==> src/rtl/cpu_pkg.sv <==
// Shared CPU constants, branch FSM state type and offset sign-extension helper.
package cpu_pkg;

    localparam int DATA_W   = 32;
    localparam int OFFSET_W = 19;

    typedef enum logic [1:0] {
        IDLE   = 2'd0,
        EVAL   = 2'd1,
        COMMIT = 2'd2
    } br_state_t;

    function automatic logic [DATA_W-1:0] sign_extend(input logic [OFFSET_W-1:0] off);
        return {{(DATA_W-OFFSET_W){off[OFFSET_W-1]}}, off};
    endfunction

endpackage

==> src/rtl/pc_adder.sv <==
// Single PC adder shared by fetch increment (+1) and branch commit (+offset).
module pc_adder #(
    parameter int DATA_W = cpu_pkg::DATA_W
) (
    input  logic [DATA_W-1:0] pc,
    input  logic [DATA_W-1:0] incr,
    output logic [DATA_W-1:0] sum
);

    assign sum = pc + incr;

endmodule

==> src/rtl/pc_branch_unit.sv <==
// Program counter with fetch/jump loads and a three-state conditional-branch resolver.
// Optional branch statistics counters are enabled with `define PC_BRANCH_STATS_EN.
//
// state  | meaning
// IDLE   | PC serves PCin/IncPC; br_req captures offset
// EVAL   | sample CON_Out into br_taken
// COMMIT | apply offset if taken, pulse br_done
module pc_branch_unit
    import cpu_pkg::*;
#(
    parameter int                DATA_W   = cpu_pkg::DATA_W,
    parameter int                OFFSET_W = cpu_pkg::OFFSET_W,
    parameter logic [DATA_W-1:0] RESET_PC = '0
) (
    input  logic                Clock,
    input  logic                Clear,
    input  logic                IncPC,
    input  logic                PCin,
    input  logic [DATA_W-1:0]   Bus_Data,
    input  logic                br_req,
    input  logic [OFFSET_W-1:0] br_offset,
    input  logic                CON_Out,
`ifdef PC_BRANCH_STATS_EN
    output logic [15:0]         taken_cnt,
    output logic [15:0]         nottaken_cnt,
`endif
    output logic [DATA_W-1:0]   PC,
    output logic                br_busy,
    output logic                br_done,
    output logic                br_taken
);

    br_state_t          state, state_nx;
    logic [DATA_W-1:0]  pc_q, pc_nx;
    logic [DATA_W-1:0]  off_q, off_nx;
    logic               taken_q, taken_nx;
    logic [DATA_W-1:0]  incr, sum;
    logic [DATA_W-1:0]  off_sext;

    assign off_sext = {{(DATA_W-OFFSET_W){br_offset[OFFSET_W-1]}}, br_offset};
    assign incr     = (state == COMMIT) ? off_q : DATA_W'(1);

    pc_adder #(.DATA_W(DATA_W)) u_pc_adder (
        .pc   (pc_q),
        .incr (incr),
        .sum  (sum)
    );

    always_ff @(posedge Clock or negedge Clear) begin
        if (!Clear) begin
            state   <= IDLE;
            pc_q    <= RESET_PC;
            off_q   <= '0;
            taken_q <= 1'b0;
        end else begin
            state   <= state_nx;
            pc_q    <= pc_nx;
            off_q   <= off_nx;
            taken_q <= taken_nx;
        end
    end

    always_comb begin
        state_nx = state;
        pc_nx    = pc_q;
        off_nx   = off_q;
        taken_nx = taken_q;
        case (state)
            IDLE: begin
                // br_req outranks the fetch strobes issued in the same cycle
                if (br_req) begin
                    off_nx   = off_sext;
                    state_nx = EVAL;
                end else if (PCin) begin
                    pc_nx = Bus_Data;
                end else if (IncPC) begin
                    pc_nx = sum;
                end
            end
            EVAL: begin
                taken_nx = CON_Out;
                state_nx = COMMIT;
            end
            COMMIT: begin
                if (taken_q) pc_nx = sum;
                state_nx = IDLE;
            end
            default: state_nx = IDLE;
        endcase
    end

    assign PC       = pc_q;
    assign br_busy  = (state != IDLE);
    assign br_done  = (state == COMMIT);
    assign br_taken = taken_q;

`ifdef PC_BRANCH_STATS_EN
    always_ff @(posedge Clock or negedge Clear) begin
        if (!Clear) begin
            taken_cnt    <= '0;
            nottaken_cnt <= '0;
        end else if (state == COMMIT) begin
            if (taken_q) begin
                if (taken_cnt != 16'hFFFF) taken_cnt <= taken_cnt + 16'd1;
            end else begin
                if (nottaken_cnt != 16'hFFFF) nottaken_cnt <= nottaken_cnt + 16'd1;
            end
        end
    end
`endif

endmodule

==> config.mk <==
export PLATFORM = sky130hd
export DESIGN_NAME = pc_branch_unit
export DESIGN_NICKNAME = d
export VERILOG_FILES = /design/src/rtl/cpu_pkg.sv /design/src/rtl/pc_adder.sv /design/src/rtl/pc_branch_unit.sv
export SDC_FILE = /design/constraint.sdc
export NUM_CORES = 1
export LEC_CHECK = 0
export ABC_AREA = 0
export CORE_MARGIN = 2
export CORE_UTILIZATION = 47
export CTS_CLUSTER_DIAMETER = 100
export DETAILED_ROUTE_END_ITERATION = 16
export HOLD_SLACK_MARGIN = 0.03
export PLACE_DENSITY = 0.76
export SETUP_SLACK_MARGIN = 0.5
export SLEW_MARGIN = 30
export SYNTH_ARGS = -nofsm -noshare
export SYNTH_HDL_FRONTEND = slang
export SYNTH_SLANG_ARGS = --single-unit
==> constraint.sdc <==
create_clock -name Clock -period 4.3 [get_ports Clock]
set_input_delay 0.43 -clock Clock [delete_from_list [all_inputs] [get_ports Clock]]
set_output_delay 0.43 -clock Clock [all_outputs]
set_load 0.03 [all_outputs]
=== After elaboration in Yosys (flattened, before gate mapping) ===
Index checks and enable logic that the tools add are counted.

* Flip-flop bits (word level): 54
* Input port bits: 57
* Output and inout bits: 35
* Word-level logic and storage cells: 24

* Add/subtract/negate cells: 1
* Equal/unequal tests: 6
* Mux-type cells: 8
* Reduce and logical (&&, ||, !) cells: 5

{| class="wikitable"
|+ Operators by type and width
! operator !! number
|-
| 32-bit two-way mux || 5
|-
| 32-bit one-hot mux with 2 select lines || 1
|-
| 32-bit adder || 1
|-
| 2-bit != test (second input constant) || 2
|-
| 2-bit one-hot mux with 2 select lines || 1
|-
| 4-bit AND reduction || 1
|-
| 2-bit nonzero test || 2
|-
| 3-bit != test (second input constant) || 1
|-
| 2-bit by 1-bit == test with 1-bit output (second input constant) || 1
|-
| 2-bit == test (second input constant) || 1
|-
| 2-bit zero test || 1
|-
| 2-bit two-way mux || 1
|-
| 2-bit by 1-bit != test with 1-bit output (second input constant) || 1
|-
| 2-bit AND reduction || 1
|}

=== Logic depth before layout (Yosys ltp) ===
* Depth in word-level cells: 7
* Gate-level depth with buffers: 13
* Gate-level depth less buffers: 11

=== By module ===
A second synthesis with hierarchy kept.

* Cell total of the unflattened synthesis: 399
* Area, all modules: 4,386.7 um^2

{| class="wikitable"
|+ Modules (own cells, without submodules)
! module !! instances !! cells each !! area each (um^2) !! seq. area each (um^2)
|-
| pc_branch_unit || 1 || 178 || 2,785.2 || 1,351.3
|-
| pc_adder || 1 || 221 || 1,601.5 || 0.0
|}

=== Worst setup path after synthesis ===
OpenSTA, ideal clock, no wires.

* Path kind: register -> register
* From: register state[1]
* To: register pc_q[25], in the netlist PC[25]
* Library setup time: 0.072 ns
* Arrival time: 3.275 ns
* Required time: 4.228 ns
* Setup slack: 0.954 ns
* Stages on the path, launching flop included: 13
* Path buffers: 2
* Period minus slack after synthesis: 3.346 ns
* Cell sequence: dfrtp_1 > nor2b_1 > clkbuf_1 > clkbuf_1 > and2_1 > ha_1 > a21o_1 > a21o_1 > a21oi_1 > o21ai_1 > or4_4 > a2111oi_2 > nand4b_1

* Word-level cells in the longest chain between the ends: 7
* Elaborated cells on any way between the ends: 14
* Classes of those cells: add/sub: 1; eq/ne: 4; mux: 6; reduce/logical: 3

{| class="wikitable"
|+ RTL lines
! what !! line !! RTL
|-
| start, declared || pc_branch_unit.sv:33 || <nowiki>br_state_t state, state_nx;</nowiki>
|-
| start signal, assigned || pc_branch_unit.sv:56 || <nowiki>state <= state_nx;</nowiki>
|-
| 2-bit == test (*) || -- ||
|-
| named net br_done || pc_branch_unit.sv:29 || <nowiki>output logic br_done,</nowiki>
|-
| 32-bit two-way mux || pc_branch_unit.sv:41 || <nowiki>assign incr = (state == COMMIT) ? off_q : DATA_W'(1);</nowiki>
|-
| 32-bit adder || pc_adder.sv:10 || <nowiki>assign sum = pc + incr;</nowiki>
|-
| 32-bit two-way mux || pc_branch_unit.sv:76 || <nowiki>end else if (IncPC) begin</nowiki>
|-
| 32-bit two-way mux || pc_branch_unit.sv:74 || <nowiki>end else if (PCin) begin</nowiki>
|-
| 32-bit two-way mux || pc_branch_unit.sv:71 || <nowiki>if (br_req) begin</nowiki>
|-
| 32-bit one-hot mux with 2 select lines || pc_branch_unit.sv:68 || <nowiki>case (state)</nowiki>
|-
| end signal, assigned || pc_branch_unit.sv:57 || <nowiki>pc_q <= pc_nx;</nowiki>
|-
| end, declared || pc_branch_unit.sv:34 || <nowiki>logic [DATA_W-1:0] pc_q, pc_nx;</nowiki>
|}

The timed path passes the listed nets; every way through them passes the cells marked *. The select of a mux whose other input is x is not followed.
A chain may end at the register's enable or synchronous reset.

=== Worst setup path in the final report ===
* From: register state[1]
* To: register pc_q[18], in the netlist PC[18]

* Word-level cells in the longest chain between the ends: 7
* Elaborated cells on any way between the ends: 14
* Classes of those cells: add/sub: 1; eq/ne: 4; mux: 6; reduce/logical: 3

{| class="wikitable"
|+ RTL lines
! what !! line
|-
| 2-bit == test || pc_branch_unit.sv:41, pc_branch_unit.sv:68
|-
| 32-bit two-way mux || pc_branch_unit.sv:41
|-
| 32-bit adder || pc_adder.sv:10
|-
| 32-bit two-way mux || pc_branch_unit.sv:76
|-
| 32-bit two-way mux || pc_branch_unit.sv:74
|-
| 32-bit two-way mux || pc_branch_unit.sv:71
|-
| 32-bit one-hot mux with 2 select lines || pc_branch_unit.sv:68
|}

Several ways; a longest one is shown, not always the timed one. The select of a mux whose other input is x is not followed.

==> run metrics <==
Worst Path Arrival 3.71 ns; minimum clock period 3.51 ns; Die Ht 98.0 um; Top Ports 92; total track usage 24.6%; Layout Nets 641; Max Root-Sink Buffers 2; iteration-0 DRC count of the detailed router 168; met1 Usage GRT 33.5%; Port Buffers 91; clk_lat worst skew 0.31 ns; initial core utilization 48.1%; Final GP Congestion 0.908; number of post-CTS setup repair buffers 0; CTS tree built; DR WL/cell 17.4 um; Reg2Reg Setup Slack 0.79 ns; largest cells by area after synthesis dfrtp_1 33%, mux2_2 5.7%, ha_1 5.4%; most frequent cell after synthesis nand2_1; Achievable Freq 285 MHz; Num CTS Buffers 5; Hold Crit Class input port to async pin; DRT antenna net count 0; delay of the slowest critical-path stage 0.48 ns; met3 Use GR 3.08%; worst-margin pin slew 0.713 ns; most common flop cell mapped by yosys dfrtp_1; register area share after synthesis 32.5%; R2R depth 11; startpoint class of the critical path register; clock root cell clkbuf_8; CP top delay family compound AO/OA/AOI/OAI gates; Finish-stage setup viols 0; Pleak 2.15 nW; Worst Path Buf+Inv 0; met2 Use GR 42.4%; Post-synth top cells 58 x nand2_1, 54 x dfrtp_1, 42 x a21oi_1, 42 x nor2_1, 27 x clkbuf_1; post-placement cell count 666; row count 34; Initial DRT Pass Iterations 5; GRT overflow 0; Reg clk slew, reported paths 0.11 ns; Cell Pwr Density 574 nW/um^2; status complete, no violations; final wirelength 11700 um; DR DRC count 0; area share of the largest cell type after synthesis 32.5%; largest net degree at the start of global routing 55; VDD IR max 0.305 mV; ANT cells 0; period utilization 81.7%; share of cells above drive strength 1 10.6%; worst-path cell with the longest stage delay dfrtp_1; worst-path cell chain nor2b_1, nand2b_1, ha_1, fa_1, a211o_1, a211o_1, a31oi_2, o21ai_1, xnor2_1, a31oi_1, o22a_1; area leader, netlist dfrtp_1; post-synth cell types 72; Design Area, Final 5230 um^2; critical path class register to register; Worst Path Required 4.50 ns; initial antenna violation count 0; Reg-to-Reg End PC[18]$_DFFE_PN0P_; Post-DP Area 5130 um^2; synthesized flop and latch total 54; final setup TNS 0 ns; Reg-to-Reg Start state[1]$_DFFE_PN0P_; layer with the highest usage met2; Post-Syn Instances 491; first-pass GRT wire length 19500 um; total power 3.00 mW; vias in the first global route 3881; CP max FO 8; core area 8640 um^2; die area 9600 um^2; H-tree Lvls 2; Avg Cell Area, Syn 8.46 um^2; most used cell, CP a211o_1; Net Count, Synth 567; crit path capture type register; Finished Layout Cells 674; synthesis-to-layout area growth 25.9%; Critical path origin state[1]$_DFFE_PN0P_; Num Clock Sinks 54; worst rel slew slack 52.5%; Post-synth EDFFs 0; max cap viols 0; async set or reset register ratio after synthesis 100%; hpwl dp 8750 um; RSZ-0062 raised after global routing false; YS warnings 0; detailed-route via count 3980; max-slew violations 0; Vias/cell 5.91; hold_buf cts 0; Die W 98.0 um; mapped cell area 4150 um^2; Hold Vio Cnt, Final 0; Layout Skew 0.0108 ns
-- power by group --
| part | total (mW) | switching [mW] | leakage [nW] | internal, mW |
|---|---|---|---|---|
| combinational | 1.74 | 0.982 | 1.47 | 0.754 |
| sequential | 0.957 | 0.265 | 0.628 | 0.692 |
| clock | 0.309 | 0.179 | 0.0472 | 0.130 |
-- state kept, by name (all words and copies together) (netlist names) --
name,cells
off_q,19
state,2
br_taken,1
PC,32
-- stage by stage --
step                      setup slack [ns]  hold slack, ns  util [%]
after floorplan                      0.954           0.134         -
after global placement               0.887           0.492      59.4
after detailed placement             0.742           0.498      59.4
after CTS                            0.718           0.262      60.5
after global routing                 0.604           0.282      60.6
final                                0.787           0.224      60.6
-- placed cells by master (no fill, tap or decap), drive strengths merged, types with 3 or more instances in the layout --
cell type / synthesis / final
a21o: 11 / 11
o211ai: 3 / 3
a211oi: 4 / 4
xor2: 10 / 10
or4: 3 / 3
buf: 5 / 9
a31oi: 7 / 7
nand2b: 5 / 5
nand3b: 3 / 3
dfrtp: 54 / 54
and2: 23 / 23
nand2: 58 / 58
and3: 5 / 5
nor3: 14 / 14
o21bai: 6 / 6
a2bb2oi: 5 / 5
mux2i: 7 / 7
mux2: 21 / 21
a21oi: 44 / 44
clkbuf: 27 / 6
o21a: 4 / 4
a211o: 4 / 4
nor2b: 4 / 4
nor2: 42 / 42
clkdlybuf4s50: 0 / 90
o21ai: 28 / 28
o22ai: 7 / 7
o221ai: 3 / 3
nand3: 14 / 14
ha: 18 / 18
inv: 3 / 3
nand4: 9 / 9
xnor2: 5 / 5
-- what timing repair did --
action	4_1_cts	5_1_grt
resized for setup	0	1
setup endpoints to repair	0	1
endpoints found under the hold margin	0	0
-- worst max-delay path by stage --
stage | depth (start not counted) | end | slack (ns)
finish | 11 | PC[18]$_DFFE_PN0P_ | 0.79
global route | 11 | PC[18]$_DFFE_PN0P_ | 0.60
CTS | 11 | PC[18]$_DFFE_PN0P_ | 0.72
detailed placement | 11 | PC[18]$_DFFE_PN0P_ | 0.74
global placement | 11 | PC[18]$_DFFE_PN0P_ | 0.89
floorplan | 12 | PC[25]$_DFFE_PN0P_ | 0.95
-- cells by family after synthesis --
logic type               synth area share, %
adder cells (fa/ha/maj)                 5.91
multiplexers                            7.38
AND/OR/NAND/NOR                         23.4
buffers and inverters                   3.40
AO/OA/AOI/OAI                           24.3
flip-flops                              32.5
XOR/XNOR                                3.16
-- metal layers --
| metal | wire length, um | share of wire (%) |
|---|---|---|
| met1 | 5330 | 45 |
| met2 | 5760 | 49 |
| met3 | 473 | 4.0 |
| met4 | 143 | 1.2 |
| met5 | 0 | 0 |
-- layout make-up --
type / instances / area (um^2)
inverter: 3 / 11.3
sequential: 54 / 1350
fill: 792 / 3410
clock inverter: 2 / 12.5
timing repair buffer: 99 / 966
clock buffer: 6 / 82.6
tap: 108 / 135
multi-input combinational: 402 / 2670
(Power assumes the default switching activity.)
